### src/rtl/serial_mem_if.sv
// Bit-serial memory link between the CPU control FSM (master) and the memory responder (slave).
interface serial_mem_if;
    logic       cmd_valid;
    logic [1:0] cmd;
    logic       cmd_ready;
    logic       sin;
    logic       sin_valid;
    logic       sout;
    logic       sout_valid;
    logic       sout_ready;
    logic       busy;
    logic       done;
    logic       err;

    modport master (
        output cmd_valid, cmd, sin, sin_valid, sout_ready,
        input  cmd_ready, sout, sout_valid, busy, done, err
    );

    modport slave (
        input  cmd_valid, cmd, sin, sin_valid, sout_ready,
        output cmd_ready, sout, sout_valid, busy, done, err
    );
endinterface

### src/rtl/serial_mem_responder.sv
// Memory-side responder for the bit-serial CPU memory link: FETCH/LOAD shift a word out, STORE writes RAM.
// Optional even-parity data frames (17 bits) are enabled by defining SERIAL_MEM_PARITY_EN.
module serial_mem_responder #(
    parameter int ADDR_W = 8
) (
    input logic         clk,
    input logic         rst,
    serial_mem_if.slave bus
);

`ifdef SERIAL_MEM_PARITY_EN
    localparam int DW = 17;
`else
    localparam int DW = 16;
`endif

    localparam logic [4:0] LAST_ADDR_BIT = 5'd15;
    localparam logic [4:0] LAST_DATA_BIT = 5'(DW - 1);
    localparam logic [1:0] CMD_STORE     = 2'b10;
    localparam logic [1:0] CMD_RSVD      = 2'b11;

    typedef enum logic [2:0] {IDLE, RX_ADDR, RX_DATA, READ, TX} state_t;

    state_t            state_q, state_d;
    logic [1:0]        cmd_q, cmd_d;
    logic [4:0]        cnt_q, cnt_d;
    logic [ADDR_W-1:0] addr_q, addr_d;
    logic [DW-2:0]     data_q, data_d;
    logic [DW-1:0]     tx_q, tx_d;
    logic              done_q, done_d;
    logic              err_q, err_d;

    logic [15:0]       mem [2**ADDR_W];
    logic              mem_we;
    logic [DW-1:0]     rx_word;
    logic [15:0]       wr_word;
    logic [DW-1:0]     rd_word;
    logic              parity_ok;

    // Only the index bits are kept: upper address bits shift straight out, giving modulo aliasing.
    assign rx_word = {data_q, bus.sin};

`ifdef SERIAL_MEM_PARITY_EN
    assign wr_word   = rx_word[16:1];
    assign parity_ok = ~^rx_word;
    assign rd_word   = {mem[addr_q], ^mem[addr_q]};
`else
    assign wr_word   = rx_word;
    assign parity_ok = 1'b1;
    assign rd_word   = mem[addr_q];
`endif

    always_ff @(posedge clk or posedge rst) begin
        if (rst) begin
            state_q <= IDLE;
            cmd_q   <= 2'b00;
            cnt_q   <= 5'd0;
            addr_q  <= '0;
            data_q  <= '0;
            tx_q    <= '0;
            done_q  <= 1'b0;
            err_q   <= 1'b0;
        end else begin
            state_q <= state_d;
            cmd_q   <= cmd_d;
            cnt_q   <= cnt_d;
            addr_q  <= addr_d;
            data_q  <= data_d;
            tx_q    <= tx_d;
            done_q  <= done_d;
            err_q   <= err_d;
        end
    end

    // RAM has no reset; the write enable is derived from state, so reset can never commit a write.
    always_ff @(posedge clk) begin
        if (mem_we) begin
            mem[addr_q] <= wr_word;
        end
    end

    always_comb begin
        state_d = state_q;
        cmd_d   = cmd_q;
        cnt_d   = cnt_q;
        addr_d  = addr_q;
        data_d  = data_q;
        tx_d    = tx_q;
        done_d  = 1'b0;
        err_d   = 1'b0;
        mem_we  = 1'b0;
        unique case (state_q)
            IDLE: begin
                if (bus.cmd_valid) begin
                    if (bus.cmd == CMD_RSVD) begin
                        err_d = 1'b1;
                    end else begin
                        cmd_d   = bus.cmd;
                        cnt_d   = 5'd0;
                        state_d = RX_ADDR;
                    end
                end
            end
            RX_ADDR: begin
                if (bus.sin_valid) begin
                    addr_d = {addr_q[ADDR_W-2:0], bus.sin};
                    cnt_d  = cnt_q + 5'd1;
                    if (cnt_q == LAST_ADDR_BIT) begin
                        cnt_d   = 5'd0;
                        state_d = (cmd_q == CMD_STORE) ? RX_DATA : READ;
                    end
                end
            end
            RX_DATA: begin
                if (bus.sin_valid) begin
                    data_d = rx_word[DW-2:0];
                    cnt_d  = cnt_q + 5'd1;
                    if (cnt_q == LAST_DATA_BIT) begin
                        mem_we  = parity_ok;
                        done_d  = parity_ok;
                        err_d   = ~parity_ok;
                        state_d = IDLE;
                    end
                end
            end
            READ: begin
                tx_d    = rd_word;
                cnt_d   = 5'd0;
                state_d = TX;
            end
            TX: begin
                if (bus.sout_ready) begin
                    tx_d  = {tx_q[DW-2:0], 1'b0};
                    cnt_d = cnt_q + 5'd1;
                    if (cnt_q == LAST_DATA_BIT) begin
                        done_d  = 1'b1;
                        state_d = IDLE;
                    end
                end
            end
            default: state_d = IDLE;
        endcase
    end

    always_comb begin
        bus.cmd_ready  = (state_q == IDLE);
        bus.busy       = (state_q != IDLE);
        bus.sout_valid = (state_q == TX);
        bus.sout       = tx_q[DW-1];
        bus.done       = done_q;
        bus.err        = err_q;
    end

endmodule

### src/flat_wrapper.sv
// flat-port wrapper written by rule: the top's interface ports become plain ports
module serial_mem_responder_flat 
#(
    parameter int ADDR_W = 8
)
  (clk, rst, bus_cmd_valid, bus_cmd, bus_sin, bus_sin_valid, bus_sout_ready, bus_cmd_ready, bus_sout, bus_sout_valid, bus_busy, bus_done, bus_err);
  serial_mem_if bus_i ();
  input logic clk;
  input logic rst;
  input wire logic [$bits(bus_i.cmd_valid)-1:0] bus_cmd_valid;
  input wire logic [$bits(bus_i.cmd)-1:0] bus_cmd;
  input wire logic [$bits(bus_i.sin)-1:0] bus_sin;
  input wire logic [$bits(bus_i.sin_valid)-1:0] bus_sin_valid;
  input wire logic [$bits(bus_i.sout_ready)-1:0] bus_sout_ready;
  output wire logic [$bits(bus_i.cmd_ready)-1:0] bus_cmd_ready;
  output wire logic [$bits(bus_i.sout)-1:0] bus_sout;
  output wire logic [$bits(bus_i.sout_valid)-1:0] bus_sout_valid;
  output wire logic [$bits(bus_i.busy)-1:0] bus_busy;
  output wire logic [$bits(bus_i.done)-1:0] bus_done;
  output wire logic [$bits(bus_i.err)-1:0] bus_err;
  assign bus_i.cmd_valid = bus_cmd_valid;
  assign bus_i.cmd = bus_cmd;
  assign bus_i.sin = bus_sin;
  assign bus_i.sin_valid = bus_sin_valid;
  assign bus_i.sout_ready = bus_sout_ready;
  assign bus_cmd_ready = bus_i.cmd_ready;
  assign bus_sout = bus_i.sout;
  assign bus_sout_valid = bus_i.sout_valid;
  assign bus_busy = bus_i.busy;
  assign bus_done = bus_i.done;
  assign bus_err = bus_i.err;
  serial_mem_responder #(.ADDR_W(ADDR_W)) u_core (.clk(clk), .rst(rst), .bus(bus_i));
endmodule
### config.mk
export PLATFORM = sky130hd
export DESIGN_NAME = serial_mem_responder_flat
export DESIGN_NICKNAME = d
export VERILOG_FILES = /design/src/rtl/serial_mem_if.sv /design/src/rtl/serial_mem_responder.sv /design/src/flat_wrapper.sv
export SDC_FILE = /design/constraint.sdc
export NUM_CORES = 2
export LEC_CHECK = 0
export CORE_MARGIN = 3
export CORE_UTILIZATION = 57
export DETAILED_ROUTE_END_ITERATION = 16
export GPL_TIMING_DRIVEN = 0
export PLACE_DENSITY_LB_ADDON = 0.3
export REMOVE_ABC_BUFFERS = 1
export SETUP_SLACK_MARGIN = 0.15
export SLEW_MARGIN = 20
export SYNTH_ARGS = -nofsm -noshare
export SYNTH_HDL_FRONTEND = slang
export SYNTH_SLANG_ARGS = --single-unit
### constraint.sdc
create_clock -name clk -period 3.6 [get_ports clk]
set_input_delay 0.72 -clock clk [delete_from_list [all_inputs] [get_ports clk]]
set_output_delay 0.72 -clock clk [all_outputs]
set_load 0.02 [all_outputs]
## Word level (Yosys, flattened, before mapping)

Memory sizes are Yosys's and may differ from the RTL's.
Cells that the tools add are included.

| word-level totals | value |
|---|---|
| register bits | 51 |
| bits in latches | 0 |
| memory bits (writable) | 4,096 |
| bits in read-only memories | 0 |
| input port bits | 8 |
| output and inout bits | 6 |
| logic and storage cells | 62 |
| memories | 1 |

Memory list:

| memory | depth | width | read ports | clocked after Yosys merged registers in | write ports | line | text |
|---|---|---|---|---|---|---|---|
| u_core.mem | 256 | 16 | 1 | 0 | 1 | serial_mem_responder.sv:33 | `logic [15:0] mem [2**ADDR_W];` |

| operators by class | value |
|---|---|
| $add $sub $neg | 1 |
| $mul | 0 |
| divide/modulo/power cells | 0 |
| $lt $le $gt $ge | 0 |
| eq/ne operators | 13 |
| shifts and indexed selects | 0 |
| mux-type cells | 28 |
| bitwise operators | 1 |
| reduce and logical (&&, ||, !) cells | 10 |

Operator list:

| operator | number |
|---|---|
| one-hot mux 16 bit (2 select lines) | 1 |
| two-way mux 5 bit | 6 |
| one-hot mux 5 bit (5 select lines) | 1 |
| two-way mux 3 bit | 7 |
| two-way mux 16 bit | 1 |
| one-hot mux 3 bit (5 select lines) | 1 |
| AND reduction 6 bit | 2 |
| two-way mux 1 bit | 10 |
| != test 2 bit (second input constant) | 5 |
| == test 3 x 2 -> 1 bit (second input constant) | 2 |
| AND reduction 2 bit | 3 |
| adder 5 x 1 -> 5 bit (second input constant) | 1 |
| == test 5 x 4 -> 1 bit (second input constant) | 1 |
| nonzero test 5 bit | 1 |
| == test 2 bit (second input constant) | 2 |
| == test 3 x 1 -> 1 bit (second input constant) | 1 |
| == test 3 bit (second input constant) | 1 |
| logical NOT 3 bit | 1 |
| AND reduction 3 bit | 1 |
| nonzero test 3 bit | 1 |
| != test 2 x 1 -> 1 bit (second input constant) | 1 |
| one-hot mux 1 bit (2 select lines) | 1 |
| nonzero test 2 bit | 1 |
| NOT 1 bit | 1 |

## Longest topological paths before layout

| depth | value |
|---|---|
| word-level depth | 6 |
| mapped depth | 14 |
| gate-level depth less buffers | 11 |

## Worst setup path before layout

Ideal clock, no wire load.

| path | value |
|---|---|
| path kind | reg2reg |
| start | register u_core.data_q[9] |
| end | memory u_core.mem[0][10] (data pin) |
| library setup time | 805 ps |
| arrival | 3,191 ps |
| required time | 2,795 ps |
| slack | -396 ps |
| cell stages (with the launch flop) | 1 |
| path buffers | 0 |
| period minus slack after synthesis | 3,996 ps |
| path through | dfrtp_1 |

RTL lines:

| element | line | text |
|---|---|---|
| from (decl) | serial_mem_responder.sv:28 | `logic [DW-2:0] data_q, data_d;` |
| from (signal assigned) | serial_mem_responder.sv:68 | `data_q <= data_d;` |
| to (decl) | serial_mem_responder.sv:33 |  |

Straight into the memory's write port.

## Worst setup path in the final report

| path | value |
|---|---|
| start | register u_core.addr_q[7] |
| end | register u_core.tx_q[11] |

| on the way | value |
|---|---|
| longest elaborated chain between the ends | 2 |

Ends and longest elaborated chain:

| element | line | text |
|---|---|---|
| from (decl) | serial_mem_responder.sv:27 | `logic [ADDR_W-1:0] addr_q, addr_d;` |
| from (signal assigned) | serial_mem_responder.sv:67 | `addr_q <= addr_d;` |
| memory read (256 x 16 bit) | - |  |
| one-hot mux 16 bit (2 select lines) | serial_mem_responder.sv:92 | `unique case (state_q)` |
| to (signal assigned) | serial_mem_responder.sv:69 | `tx_q <= tx_d;` |
| to (decl) | serial_mem_responder.sv:29 | `logic [DW-1:0] tx_q, tx_d;` |

Every way passes these cells.
A chain may end at the register's enable or synchronous reset.

==> metrics.md <==
| Metric | Value |
|---|---|
| DR pass1 iterations | `6` |
| FILL cells | `15,520` |
| Max-Cap Viols | `0` |
| HP Class | `input pin to flop` |
| Gate Count Post-Synth | `7,287` |
| CP Max Fanout | `19` |
| Die height | `535.0 microns` |
| Lkg Pwr | `55.74 nW` |
| Relative max-transition margin | `19.57%` |
| Top delay family on crit path | `simple AND/OR/NAND/NOR gates` |
| Detail Route Antenna Nets | `0` |
| Initial drt markers | `15,110` |
| Least-Margin Pin Slew | `1.204 ns` |
| Post-route setup slack | `-0.1538 ns` |
| Nets | `8,026` |
| Layout cells sized above 1 | `33.64%` |
| Crit path cell chain | `and3_1, nand2_1, nor4_2, nor4_1, and4_1, a21oi_1` |
| Post-synth ARST share | `1.230%` |
| Main synth FF type | `edfxtp_1` |
| Site Rows | `193` |
| H-Tree Depth | `5` |
| Placed instance area | `0.1707 sq mm` |
| P per Cell Area | `749.6 mW/mm^2` |
| Hold Path Sink | `u_core.mem[148][0]` |
| Top cells by area, synth | `edfxtp_1 (77%), mux4_2 (14%), mux2i_1 (2.0%), dfrtp_1 (0.80%), nor2_1 (0.77%)` |
| Crit. End Element | `flop` |
| Crit path max-delay cell type | `nor4_2` |
| DRC violation count after routing | `0` |
| Worst path buffer plus inverter count | `0` |
| Hold path start | `bus_sin` |
| Fin. Hold Viols | `0` |
| Latest clock arrival within the worst-skew pair | `0.95 ns` |
| Post-synthesis cell type count | `75` |
| Crit path DAT | `4.60 ns` |
| Starting Density | `57.50%` |
| Post-route cell area | `0.1903 sq mm` |
| Reg clk slew, reported paths | `0.07 ns` |
| Hold depth | `1` |
| Crit Reg-Reg Endpoint | `u_core.tx_q[11]` |
| Setup Skew | `0.07413 ns` |
| Grt ovf | `0` |
| Wire length per cell | `40.08 microns` |
| # setup viols final | `6` |
| Mean Syn Cell Area | `21.89 sq um` |
| Die Wd | `535.0 microns` |
| PortBufs | `13` |
| GRT Overall Usage | `33.04%` |
| R2r startpoint | `u_core.addr_q[7]` |
| Slew Limit Fails | `0` |
| Tcrit/Tclk final | `104.3%` |
| Post-synthesis sequential area ratio | `77.90%` |
| Critical path class | `flop to flop` |
| Via count | `86,890` |
| TritonCTS Buffers | `402` |
| CTS Hold Bufs | `0` |
| WL final | `483,500 microns` |
| Initial antenna violation count | `25` |
| Worst ir drop on vdd | `0.7066 mV` |
| Area leader, netlist | `edfxtp_1` |
| RSZ-0062 raised after global routing | `true` |
| Most numerous cell in the Yosys netlist | `edfxtp_1` |
| Largest net degree at the start of global routing | `138` |
| First-pass GRT wire length | `660,000 microns` |
| Most frequent cells after synthesis | `edfxtp_1 (4,096), mux4_2 (960), nor2_1 (327)` |
| Violated checks | `setup timing` |
| Synth Register Bits | `4,147` |
| Post-synth EDFFs | `4,096` |
| Clk buf depth | `4` |
| Share of the synthesized area in the top cell type | `77.10%` |
| Vias in the first global route | `84,160` |
| Final core utilization | `68.58%` |
| Worst reg2reg setup slack | `-0.15 ns` |
| Via density per instance | `7.203` |
| Period minus WS final | `3.754 ns` |
| Core Area | `0.2775 sq mm` |
| R2R cell count | `6` |
| IO Pins | `14` |
| Yosys warns | `0` |
| CP startpoint | `u_core.addr_q[7]` |
| Placed wire-length estimate | `270,100 microns` |
| Area delta synth->final | `19.27%` |
| CTS tree | `built` |
| Pre-CTS WS | `-1.888 ns` |
| Die area | `0.2863 sq mm` |
| Run status | `finished, violations left` |
| Startpoint Class | `flop` |
| Final Wtd Congestion | `0.8487` |
| Synthesized cell area | `0.1595 sq mm` |
| CTS root buf | `clkbuf_16` |
| TritonCTS Sinks | `4,147` |
| CP max stage delay | `0.92 ns` |
| Worst path required time | `4.44 ns` |
| Fmax | `266.4 MHz` |
## through the flow
stage	power, mW	setup TNS (ns)	std cells	hold WS [ns]
CTS	138.5	-0.04343	11910	0.1661
finish	142.6	-0.5184	12060	0.1986
detailed placement	91.29	-4201.72	10990	0.4809
global placement	72.19	-	10580	0.4840
global route	144.9	-0.5315	12050	0.1897
floorplan	68.49	-	6864	0.4526
## cells in the final DEF (no fill, tap or decap), drive strengths merged, types with 9 or more instances in the layout
master            n
or3              17
o221ai           13
a21oi            72
a32oi            49
nand3            34
clkinvlp         11
inv              26
mux2             29
diode            15
mux2i           312
bufbuf           55
nand4             9
dfrtp            51
a31oi            29
nor2            328
a211oi           45
a22oi           109
nor4             22
o22a             17
o22ai           115
o31ai            11
bufinv           37
buf             661
o21ai            68
a221oi           20
clkbuf          509
o211ai           19
nor2b            34
mux4            961
clkinv          184
and3             10
edfxtp         4096
clkdlybuf4s50    11
nor3             26
nand2           244
## layer usage
| layer | global-route usage, % | vias to the layer above | part of all wire [%] |
|---|---|---|---|
| li1 | - | 32340 | - |
| met1 | 43.11 | 44940 | 32 |
| met2 | 49.85 | 7947 | 46 |
| met3 | 10.09 | 1660 | 14 |
| met4 | 19.24 | 10 | 7.5 |
| met5 | 0 | - | 0.014 |
## worst register-to-register path: stages, from the launching register on
cell and delay (ns):
dfrtp_4 0.82, and3_1 0.58, nand2_1 0.81, nor4_2 0.92, nor4_1 0.17, and4_1 0.22
a21oi_1 0.14
## worst max path at each step
stage / end / slack (ns) / depth (start not counted)
floorplan: u_core.mem[225][0] / -40.20 / 4
global placement: u_core.mem[145][13] / -77.03 / 4
detailed placement: u_core.tx_q[8] / -1.89 / 11
CTS: u_core.tx_q[8] / -0.04 / 11
global route: u_core.tx_q[1] / -0.45 / 12
finish: u_core.tx_q[11] / -0.15 / 6
## report_power, final
group	total (mW)	internal [mW]	switching (mW)	leakage, nW
combinational	45.1	18.5	26.6	16.2
clock	41.6	23.5	18.2	6.23
sequential	55.9	55.0	0.928	33.3
total	143	96.9	45.7	55.7
## registers in the layout (all words and copies together) (netlist names)
signal           count
u_core.mem        4096
u_core.tx_q         16
u_core.data_q       15
u_core.addr_q        8
u_core.cnt_q         5
u_core.state_q       3
u_core.cmd_q         2
u_core.bus.done      1
u_core.bus.err       1
## area by class of cell
cell class	count	area, sq um	share of cell area [%]
multi-input combinational	2702	36020	18.93
timing repair inverter	2	17.52	0.009206
antenna	15	37.54	0.01973
inverter	16	108.9	0.05721
tap	3705	4636	2.436
clock buffer	493	10550	5.543
timing repair buffer	744	12370	6.500
clock inverter	240	2182	1.147
sequential	4147	124400	65.36
## what timing repair did
item	in CTS	in global routing
setup endpoints to repair	4113	1632
gates cloned	64	16
resized for setup	294	125
pin swaps	44	43
setup buffers	122	126
## kinds of logic (layout without fill, tap and decap cells)
| family | Yosys count | count (layout) | synth area share [%] |
|---|---|---|---|
| AOI/OAI and AO/OA | 626 | 626 | 2.744 |
| other | 0 | 15 | 0 |
| muxes | 1302 | 1302 | 15.73 |
| xor gates and xnor gates | 2 | 2 | 0.01098 |
| DFF | 4147 | 4147 | 77.90 |
| buffers and inverters | 439 | 1495 | 1.477 |
| adders and majority gates | 3 | 3 | 0.02353 |
| and+or+nand+nor | 768 | 769 | 2.116 |
Note: power is estimated with default switching activity, not from simulation.
